**src/rtl/pulseox_pkg.sv**
```systemverilog
// Shared types and widths for the pulse-oximeter front end.
// AMBIENT_PHASE_EN adds a dark (ambient) phase after IR.
`timescale 1ns/1ps
package pulseox_pkg;
  localparam int ADC_W  = 8;
  localparam int DC_W   = 7;
  localparam int GAIN_W = 4;

  typedef enum logic [1:0] {
    RED = 2'd0,
    IR  = 2'd1,
    AMB = 2'd2
  } chan_e;

  typedef enum logic [1:0] {
    IDLE,
    SETTLE,
    CAPTURE,
    DWELL
  } sched_st_e;

  function automatic chan_e next_chan(chan_e c);
`ifdef AMBIENT_PHASE_EN
    chan_e n;
    unique case (c)
      RED:     n = IR;
      IR:      n = AMB;
      default: n = RED;
    endcase
    return n;
`else
    return (c == RED) ? IR : RED;
`endif
  endfunction
endpackage

```
**src/rtl/phase_timer.sv**
```systemverilog
// Per-phase cycle counter with settle-done and phase-end strobes.
// Counter holds at zero while not running and wraps at phase end.
`timescale 1ns/1ps
module phase_timer #(
  parameter int SETTLE_CYC = 16,
  parameter int PHASE_CYC  = 40,
  parameter int CW         = 6
) (
  input  logic clk,
  input  logic rst,
  input  logic i_run,
  output logic o_settle_done,
  output logic o_phase_end
);
  localparam logic [CW-1:0] SETTLE_LAST = CW'(SETTLE_CYC - 1);
  localparam logic [CW-1:0] PHASE_LAST  = CW'(PHASE_CYC - 1);

  logic [CW-1:0] r_cnt;

  always_ff @(posedge clk or posedge rst) begin
    if (rst) begin
      r_cnt <= '0;
    end else if (!i_run || o_phase_end) begin
      r_cnt <= '0;
    end else begin
      r_cnt <= r_cnt + CW'(1);
    end
  end

  assign o_settle_done = i_run && (r_cnt == SETTLE_LAST);
  assign o_phase_end   = i_run && (r_cnt == PHASE_LAST);
endmodule

```
**src/rtl/led_phase_scheduler.sv**
```systemverilog
// LED phase scheduler: RED/IR (optional AMB via AMBIENT_PHASE_EN)
// illumination, one ADC capture per phase, valid/ready sample stream.
`timescale 1ns/1ps
module led_phase_scheduler
  import pulseox_pkg::*;
#(
  parameter int SETTLE_CYC = 16,
  parameter int PHASE_CYC  = 40
) (
  input  logic              clk,
  input  logic              rst,
  input  logic              enable,
  input  logic [DC_W-1:0]   red_dc_comp,
  input  logic [GAIN_W-1:0] red_gain,
  input  logic [DC_W-1:0]   ir_dc_comp,
  input  logic [GAIN_W-1:0] ir_gain,
  input  logic [ADC_W-1:0]  adc,
  output logic              led_red,
  output logic              led_ir,
  output logic [DC_W-1:0]   dc_comp,
  output logic [GAIN_W-1:0] pga_gain,
  output logic              smp_valid,
  input  logic              smp_ready,
  output logic [ADC_W-1:0]  smp_data,
  output logic [1:0]        smp_chan,
  output logic              overrun,
  output logic              busy
);
  localparam int CW = (PHASE_CYC > 1) ? $clog2(PHASE_CYC) : 1;

  sched_st_e r_state, w_next;
  chan_e     r_ch, w_next_ch;

  logic w_settle_done, w_phase_end;
  logic w_end, w_load, w_go_idle, w_run_start, w_cap;
  logic [DC_W-1:0]   w_dc;
  logic [GAIN_W-1:0] w_gain;

  logic              r_led_red, r_led_ir;
  logic [DC_W-1:0]   r_dc;
  logic [GAIN_W-1:0] r_gain;
  logic              r_smp_valid, r_overrun;
  logic [ADC_W-1:0]  r_smp_data;
  logic [1:0]        r_smp_chan;

  phase_timer #(
    .SETTLE_CYC(SETTLE_CYC),
    .PHASE_CYC (PHASE_CYC),
    .CW        (CW)
  ) u_timer (
    .clk          (clk),
    .rst          (rst),
    .i_run        (r_state != IDLE),
    .o_settle_done(w_settle_done),
    .o_phase_end  (w_phase_end)
  );

  always_ff @(posedge clk or posedge rst) begin
    if (rst) begin
      r_state <= IDLE;
      r_ch    <= RED;
    end else begin
      r_state <= w_next;
      r_ch    <= w_next_ch;
    end
  end

  always_comb begin
    w_next      = r_state;
    w_next_ch   = r_ch;
    w_end       = 1'b0;
    w_load      = 1'b0;
    w_go_idle   = 1'b0;
    w_run_start = 1'b0;
    unique case (r_state)
      IDLE: begin
        if (enable) begin
          w_next      = SETTLE;
          w_next_ch   = RED;
          w_load      = 1'b1;
          w_run_start = 1'b1;
        end
      end
      SETTLE: begin
        if (w_settle_done) w_next = CAPTURE;
      end
      // a capture on the last cycle of a phase ends it directly
      CAPTURE: begin
        if (w_phase_end) w_end = 1'b1;
        else             w_next = DWELL;
      end
      DWELL: begin
        if (w_phase_end) w_end = 1'b1;
      end
      default: w_next = IDLE;
    endcase
    if (w_end) begin
      if (enable) begin
        w_next    = SETTLE;
        w_next_ch = next_chan(r_ch);
        w_load    = 1'b1;
      end else begin
        w_next    = IDLE;
        w_next_ch = RED;
        w_go_idle = 1'b1;
      end
    end
  end

  always_comb begin
    w_dc   = '0;
    w_gain = '0;
    unique case (w_next_ch)
      RED: begin
        w_dc   = red_dc_comp;
        w_gain = red_gain;
      end
      IR: begin
        w_dc   = ir_dc_comp;
        w_gain = ir_gain;
      end
      default: w_gain = ir_gain;
    endcase
  end

  always_ff @(posedge clk or posedge rst) begin
    if (rst) begin
      r_led_red <= 1'b0;
      r_led_ir  <= 1'b0;
      r_dc      <= '0;
      r_gain    <= '0;
    end else if (w_load) begin
      r_led_red <= (w_next_ch == RED);
      r_led_ir  <= (w_next_ch == IR);
      r_dc      <= w_dc;
      r_gain    <= w_gain;
    end else if (w_go_idle) begin
      r_led_red <= 1'b0;
      r_led_ir  <= 1'b0;
      r_dc      <= '0;
      r_gain    <= '0;
    end
  end

  assign w_cap = (r_state == CAPTURE);

  always_ff @(posedge clk or posedge rst) begin
    if (rst) begin
      r_smp_valid <= 1'b0;
      r_smp_data  <= '0;
      r_smp_chan  <= '0;
      r_overrun   <= 1'b0;
    end else begin
      if (w_run_start) r_overrun <= 1'b0;
      if (w_cap) begin
        if (!r_smp_valid || smp_ready) begin
          r_smp_valid <= 1'b1;
          r_smp_data  <= adc;
          r_smp_chan  <= r_ch;
        end else begin
          r_overrun <= 1'b1;
        end
      end else if (smp_ready) begin
        r_smp_valid <= 1'b0;
      end
    end
  end

  assign led_red   = r_led_red;
  assign led_ir    = r_led_ir;
  assign dc_comp   = r_dc;
  assign pga_gain  = r_gain;
  assign smp_valid = r_smp_valid;
  assign smp_data  = r_smp_data;
  assign smp_chan  = r_smp_chan;
  assign overrun   = r_overrun;
  assign busy      = (r_state != IDLE);
endmodule

```
**config.mk**
```make
export PLATFORM = sky130hd
export DESIGN_NAME = led_phase_scheduler
export DESIGN_NICKNAME = d
export VERILOG_FILES = /design/src/rtl/pulseox_pkg.sv /design/src/rtl/phase_timer.sv /design/src/rtl/led_phase_scheduler.sv
export SDC_FILE = /design/constraint.sdc
export NUM_CORES = 1
export LEC_CHECK = 0
export ABC_AREA = 1
export CORE_MARGIN = 3
export CORE_UTILIZATION = 41
export CTS_CLUSTER_SIZE = 12
export DETAILED_ROUTE_END_ITERATION = 6
export GPL_TIMING_DRIVEN = 0
export PLACE_DENSITY = 0.76
export SLEW_MARGIN = 20
export SYNTH_ARGS = -nofsm -noshare
export SYNTH_HDL_FRONTEND = slang
export SYNTH_SLANG_ARGS = --single-unit
```
**constraint.sdc**
```tcl
create_clock -name clk -period 1.6 [get_ports clk]
set_input_delay 0.16 -clock clk [delete_from_list [all_inputs] [get_ports clk]]
set_output_delay 0.16 -clock clk [all_outputs]
set_load 0.05 [all_outputs]
```
## Word-level counts from Yosys, hierarchy flattened

Index checks and enable logic that the tools add are counted.

- Flip-flop bits (word level): 35
- Latch bits: 0
- Memory bits (writable): 0
- Memory bits (read-only): 0
- Input bits: 34
- Output and inout bits: 26
- Word-level logic and storage cells: 74
- Memories: 0

- Add/sub/neg operators: 1
- Multipliers: 0
- Divide/modulo/power cells: 0
- $lt $le $gt $ge: 0
- Equal/unequal tests: 10
- Shift-type cells: 0
- Mux-type cells: 35
- Bitwise logic cells: 0
- Reductions and logical operators: 17

Operator list:

| cell | count |
|---|---|
| 1-bit 2-to-1 mux | 20 |
| 2-bit 2-to-1 mux | 7 |
| 7-bit 2-to-1 mux | 2 |
| 7-bit case mux with 2 select lines | 1 |
| 4-bit 2-to-1 mux | 3 |
| 6-bit by 1-bit adder with 6-bit output, second input constant | 1 |
| 6-bit by 4-bit equality test with 1-bit output, second input constant | 1 |
| 6-bit equality test, second input constant | 1 |
| 2-bit logical NOT | 3 |
| 6-bit 2-to-1 mux | 1 |
| 3-bit inequality test, second input constant | 2 |
| 2-bit case mux with 3 select lines | 1 |
| 2-bit nonzero test | 3 |
| 2-bit by 1-bit equality test with 1-bit output, second input constant | 2 |
| 2-bit equality test, second input constant | 2 |
| 2-bit AND reduction | 2 |
| 4-bit AND reduction | 1 |
| 4-bit nonzero test | 1 |
| 3-bit by 2-bit inequality test with 1-bit output, second input constant | 1 |
| 1-bit logical AND | 2 |
| 1-bit logical NOT | 2 |
| 1-bit logical OR | 2 |
| 2-bit by 1-bit inequality test with 1-bit output, second input constant | 1 |
| 2-bit OR reduction | 1 |

## Depth between registers and ports, before layout

- Word-level depth: 8
- Depth in mapped cells: 12
- Mapped depth without buffers: 11

## By module

A second synthesis with hierarchy kept.

- Cell total of the unflattened synthesis: 196
- Area, all modules: 1823.0 um^2

By module, submodules not included:

| module | times used | cells each | area an instance (um^2) | sequential area each (um^2) |
|---|---|---|---|---|
| led_phase_scheduler | 1 | 159 | 1488.9 | 725.7 |
| phase_timer | 1 | 37 | 334.1 | 150.1 |

## Worst setup path before layout

Ideal clock, no wire load.

- Kind: reg-to-reg
- From: register r_state[0]
- To: register u_timer.r_cnt[3]
- Library setup time: 0.090 ns
- Data arrival time: 1.574 ns
- Required time: 1.510 ns
- Path slack: -0.064 ns
- Stages on the path, launching flop included: 6
- Path buffers: 0
- Clock period less this slack: 1.664 ns
- Path through: dfrtp_1 inv_1 ha_1 inv_1 o21ai_0 nor3b_1

- Cells in the longest elaborated chain, start to end: 4
- Elaborated cells on any way between the ends: 5
- Those cells by class: mux (1); reduce/logical (4)

RTL lines:

| what | RTL line | source |
|---|---|---|
| start: declaration | led_phase_scheduler.sv:31 | `sched_st_e r_state, w_next;` |
| start signal: assignment | led_phase_scheduler.sv:63 | `r_state <= w_next;` |
| 2-bit nonzero test (*) | n/a |  |
| net busy | led_phase_scheduler.sv:27 | `output logic busy` |
| 1-bit logical NOT / 1-bit logical AND (equally long branches) | phase_timer.sv:23, phase_timer.sv:31 |  |
| 1-bit logical OR (*) | phase_timer.sv:23 | `end else if (!i_run \|\| o_phase_end) begin` |
| 6-bit 2-to-1 mux (*) | phase_timer.sv:23 |  |
| end signal: assignment | phase_timer.sv:26 | `r_cnt <= r_cnt + CW'(1);` |
| end: declaration | phase_timer.sv:18 | `logic [CW-1:0] r_cnt;` |

The timed path passes the listed nets; every way through them passes the cells marked *.
A chain may end at the register's enable or synchronous reset.

## Worst setup path after layout

- From: register r_state[1]
- To: register r_dc[1], in the netlist dc_comp[1]

- Cells in the longest elaborated chain, start to end: 8
- Elaborated cells on any way between the ends: 19
- Those cells by class: eq/ne (3); mux (10); reduce/logical (6)

RTL lines:

| what | RTL line | source |
|---|---|---|
| 2-bit nonzero test | led_phase_scheduler.sv:53 | `.i_run (r_state != IDLE),` |
| 1-bit logical AND | phase_timer.sv:31 | `assign o_phase_end = i_run && (r_cnt == PHASE_LAST);` |
| 1-bit 2-to-1 mux | led_phase_scheduler.sv:89, led_phase_scheduler.sv:93 |  |
| 1-bit 2-to-1 mux | n/a |  |
| 2-bit 2-to-1 mux | led_phase_scheduler.sv:97 | `if (w_end) begin` |
| 2-bit by 1-bit equality test with 1-bit output / 2-bit logical NOT (equally long branches) | led_phase_scheduler.sv:113 | `unique case (w_next_ch)` |
| 7-bit case mux with 2 select lines | led_phase_scheduler.sv:113 |  |
| 7-bit 2-to-1 mux | led_phase_scheduler.sv:132 | `end else if (w_load) begin` |
| end signal: assignment | led_phase_scheduler.sv:135 | `r_dc <= w_dc;` |
| end: declaration | led_phase_scheduler.sv:40 | `logic [DC_W-1:0] r_dc;` |

Parallel ways exist; a longest one is shown, timed or not.

==> results summary <==
The share of total power consumed by net switching came out at 46.5%. The setup path with the least slack is of type flip-flop to flip-flop. The register clock-pin slew on the reported worst setup and hold paths came out at 0.07 ns. The endpoint type of the worst setup path is a flip-flop. The power share of the clock group is 14.8%. The worst slack on hold paths is 0.326 ns. On the final layout, the worst clock skew is 0.00947 ns. The ratio of routed vias to standard cells is 4.72. The number of design-rule violations left by the first detailed-router iteration came out at 111. After detailed routing, the number of remaining DRC violations is 0. The number of nets in the synthesized netlist is 241. The overall power after layout came out at 5010 uW. The number of maximum-capacitance constraint violations is 0. After detailed routing, the average wire length per cell comes to 12.3 microns. The path class of the tightest hold or removal check is primary input to asynchronous set/reset pin. The die is 71.6 microns wide.

In the synthesized netlist the async set-or-reset flop fraction comes to 100%. The number of failing setup endpoints in the final timing report came out at 0. The area of the core region came out at 0.00409 sq mm.

The hold-fix buffer count after cts is 0. Data arrives at the worst endpoint at 1.75 ns. TritonCTS built the clock tree. The most frequently used flop master after synthesis is sky130_fd_sc_hd__dfrtp_1. The net count of the finished layout is 316. The clock period could shrink to 1.58 ns. The post-synthesis instance area came out at 0.00176 sq mm. In this run the static leakage power is 0.00142 uW.

Data on the critical path is required at its endpoint by 1.78 ns. The run finished with clean final reports. The via count of the first global-routing pass came out at 1555. The length of the first detailed-routing pass in iterations came out at 4. The startpoint type of the worst setup path is a flip-flop. The number of buffers on the longest clock path is 2. The fraction of final layout cells with drive strength greater than 1 came out at 21.0%. For the worst-skew pair, the clock arrives at the later sink with an insertion delay of 0.29 ns. The maximum fanout count along the critical path came out at 6. The maximum level of the CTS H-tree came out at 2.

The first global-routing pass estimated 6650 microns of wire. The maximum operating frequency is 634 MHz. Sequential cells were found to cover 49.6% of the synthesized design area. The sequential group share of total power came out at 28.4%.

The peak supply drop came out at 0.931 mV. The number of antenna violations at the first check in global routing came out at 0. The die outline area came out at 0.00513 sq mm. The worst slew margin relative to its limit is 52.9%.

After synthesis the netlist holds a flip-flop and latch count of 35. For this configuration, the core starts out at a cell density of 43.2%. At the pin with the least slew margin, the transition time is 0.705 ns.

The tree is rooted in a sky130_fd_sc_hd__clkbuf_8. Setup repair after global routing could not meet its margin everywhere. The average footprint of a synthesized cell is 8.78 sq um. The layout filler cell count is 349.

The row count is 23. Routability-driven placement finished with a final weighted congestion of 0.796. The wire length reported by the detailed router is 4020 microns. Summed over all nets, the switching power comes to 2330 uW. The total inserted antenna cells is 0. Summed over all layers, the global routing overflow is 0.

The internal power is 2680 uW. The maximum number of pins on one net before global-route repair came out at 36. Counting the buffers created by CTS gives 5.

The combinational cell fraction of total power is 56.8%. The detailed router placed 1539 vias in this run. The number of synthesis warnings is 0. Yosys mapped the design onto 25 distinct sky130hd cell types.

Dividing total power by cell area gives a power density of 1870 mW/mm^2. The final count of pins violating max slew is 0. The total of buffers placed on input and output ports came out at 59.

The combined global-route utilization of all metal layers is 16.5%. The number of flops mapped to enable cells by yosys is 0. The number of nets with antenna violations after detailed routing is 0. The die height came out at 71.6 microns. Synthesis produced 201 cells. Of the available clock period, the critical path in the final layout requires 98.5%. In this run the count of I/O pins placed on the die edge is 60. The count of endpoints failing hold in the final timing report is 0. The sum of net half-perimeters after detailed placement came out at 2840 microns. The tree built by TritonCTS fans out to 35 sinks. The layout-stage area growth over the synthesis result is 51.6%.
Yosys cell counts (4+ instances only):
library cell	number	area [sq um]
sky130_fd_sc_hd__dfrtp_1	35	876
sky130_fd_sc_hd__o21ai_0	6	30.0
sky130_fd_sc_hd__mux2_2	8	90.1
sky130_fd_sc_hd__nand2_1	54	203
sky130_fd_sc_hd__inv_1	26	97.6
sky130_fd_sc_hd__a21oi_1	4	20.0
sky130_fd_sc_hd__nand3_1	25	125
sky130_fd_sc_hd__nor2_1	8	30.0
sky130_fd_sc_hd__ha_1	6	75.1
sky130_fd_sc_hd__inv_2	5	18.8
cells by family after synthesis:
| group | count (synthesis) | share of synthesized area (%) |
|---|---|---|
| fa+ha+maj | 6 | 4.26 |
| compound gates | 11 | 3.12 |
| xor+xnor | 1 | 0.497 |
| mux | 8 | 5.11 |
| buf+inv | 34 | 7.73 |
| flops | 35 | 49.6 |
| simple gates | 106 | 29.6 |
routing by layer:
layer	wire length, microns	vias up	GRT usage, %
met1	1680	691	18.9
met4	107	0	9.39
li1	-	786	-
met5	0	-	0
met3	242	13	4.21
met2	1990	49	28.0
cell type report:
type | instances | area (sq um) | share of cell area, %
buffer | 2 | 22.5 | 0.842
clock buffer | 6 | 72.6 | 2.71
clock inverter | 1 | 30.0 | 1.12
inverter | 32 | 126 | 4.72
multi-input combinational | 132 | 822 | 30.7
sequential | 35 | 877 | 32.8
tap | 50 | 62.6 | 2.34
timing repair buffer | 68 | 662 | 24.7
critical path, stage by stage (launching register included):
cell	delay, ns
sky130_fd_sc_hd__dfrtp_2	0.41
sky130_fd_sc_hd__inv_2	0.08
sky130_fd_sc_hd__ha_4	0.19
sky130_fd_sc_hd__nor2_4	0.16
sky130_fd_sc_hd__nand3_4	0.16
sky130_fd_sc_hd__nand2_2	0.12
sky130_fd_sc_hd__inv_4	0.05
sky130_fd_sc_hd__buf_6	0.12
sky130_fd_sc_hd__nand2_1	0.05
sky130_fd_sc_hd__nand2_1	0.05
sky130_fd_sc_hd__clkinv_1	0.04
sky130_fd_sc_hd__nand2_1	0.04
repair_timing:
item	in CTS	in global routing
cloned	0	1
buffers inserted	6	2
pin swaps	7	8
hold endpoints to repair	0	0
resized for setup	30	21
endpoints found under the setup margin	35	32
stage by stage:
| step | instance area [sq um] | TNS [ns] | util, % | setup slack (ns) | instances |
|---|---|---|---|---|---|
| 3_3_place_gp | 2420 | -5.43 | 59.3 | -0.178 | 310 |
| 6_report | 2680 | 0 | 65.5 | 0.0235 | 326 |
| 4_1_cts | 2600 | -0.0840 | 63.6 | -0.0260 | 323 |
| 3_5_place_dp | 2420 | -2.23 | 59.3 | -0.186 | 310 |
| 5_1_grt | 2680 | -0.983 | 65.5 | -0.0921 | 326 |
| 2_1_floorplan | 1770 | 0 | - | 0.0391 | 201 |
power groups by stage:
stage / sequential (uW) / clock [uW] / combinational [uW]
floorplan: 2400 / 0 / 953
global placement: 1430 / 0 / 2750
detailed placement: 1450 / 0 / 2780
CTS: 1430 / 754 / 2800
global route: 1470 / 798 / 3050
finish: 1420 / 743 / 2840
sequential cells by signal (all words and copies together), names as in the netlist:
register and cells:
smp_valid 1, r_state 2, overrun 1, led_red 1, smp_data 8, smp_chan 2
u_timer.r_cnt 6, dc_comp 7, r_ch 2, led_ir 1, pga_gain 4
final timing paths:
check / startpoint / endpoint / slack [ns] / depth (start not counted)
min in group clk: red_dc_comp[5] / dc_comp[5] / 0.40 / 3
worst min register to register: u_timer.r_cnt[0] / u_timer.r_cnt[0] / 0.46 / 1
worst max register to register: r_state[1] / dc_comp[1] / 0.02 / 11
worst min-delay path: rst / r_ch[0] / 0.33 / 2
worst max-delay path: r_state[1] / dc_comp[1] / 0.02 / 11
max in group asynchronous: rst / r_state[1] / 0.77 / 2
cell usage in the layout, fill, tap and decap left out, drive strengths merged:
| cell type | instances |
|---|---|
| nand2 | 58 |
| dfrtp | 35 |
| clkdlybuf4s50 | 34 |
| inv | 30 |
| nand3 | 28 |
| nor2 | 14 |
| dlygate4sd2 | 13 |
| buf | 12 |
| dlymetal6s2s | 11 |
| mux2 | 8 |
| o21ai | 7 |
| clkbuf | 6 |
| ha | 6 |
| a21oi | 4 |
| nand4 | 3 |
| clkinv | 1 |
| clkinvlp | 1 |
| xor2 | 1 |
| nor3b | 1 |
| nor4 | 1 |
| nor3 | 1 |
| bufinv | 1 |
(Power assumes the default switching activity.)
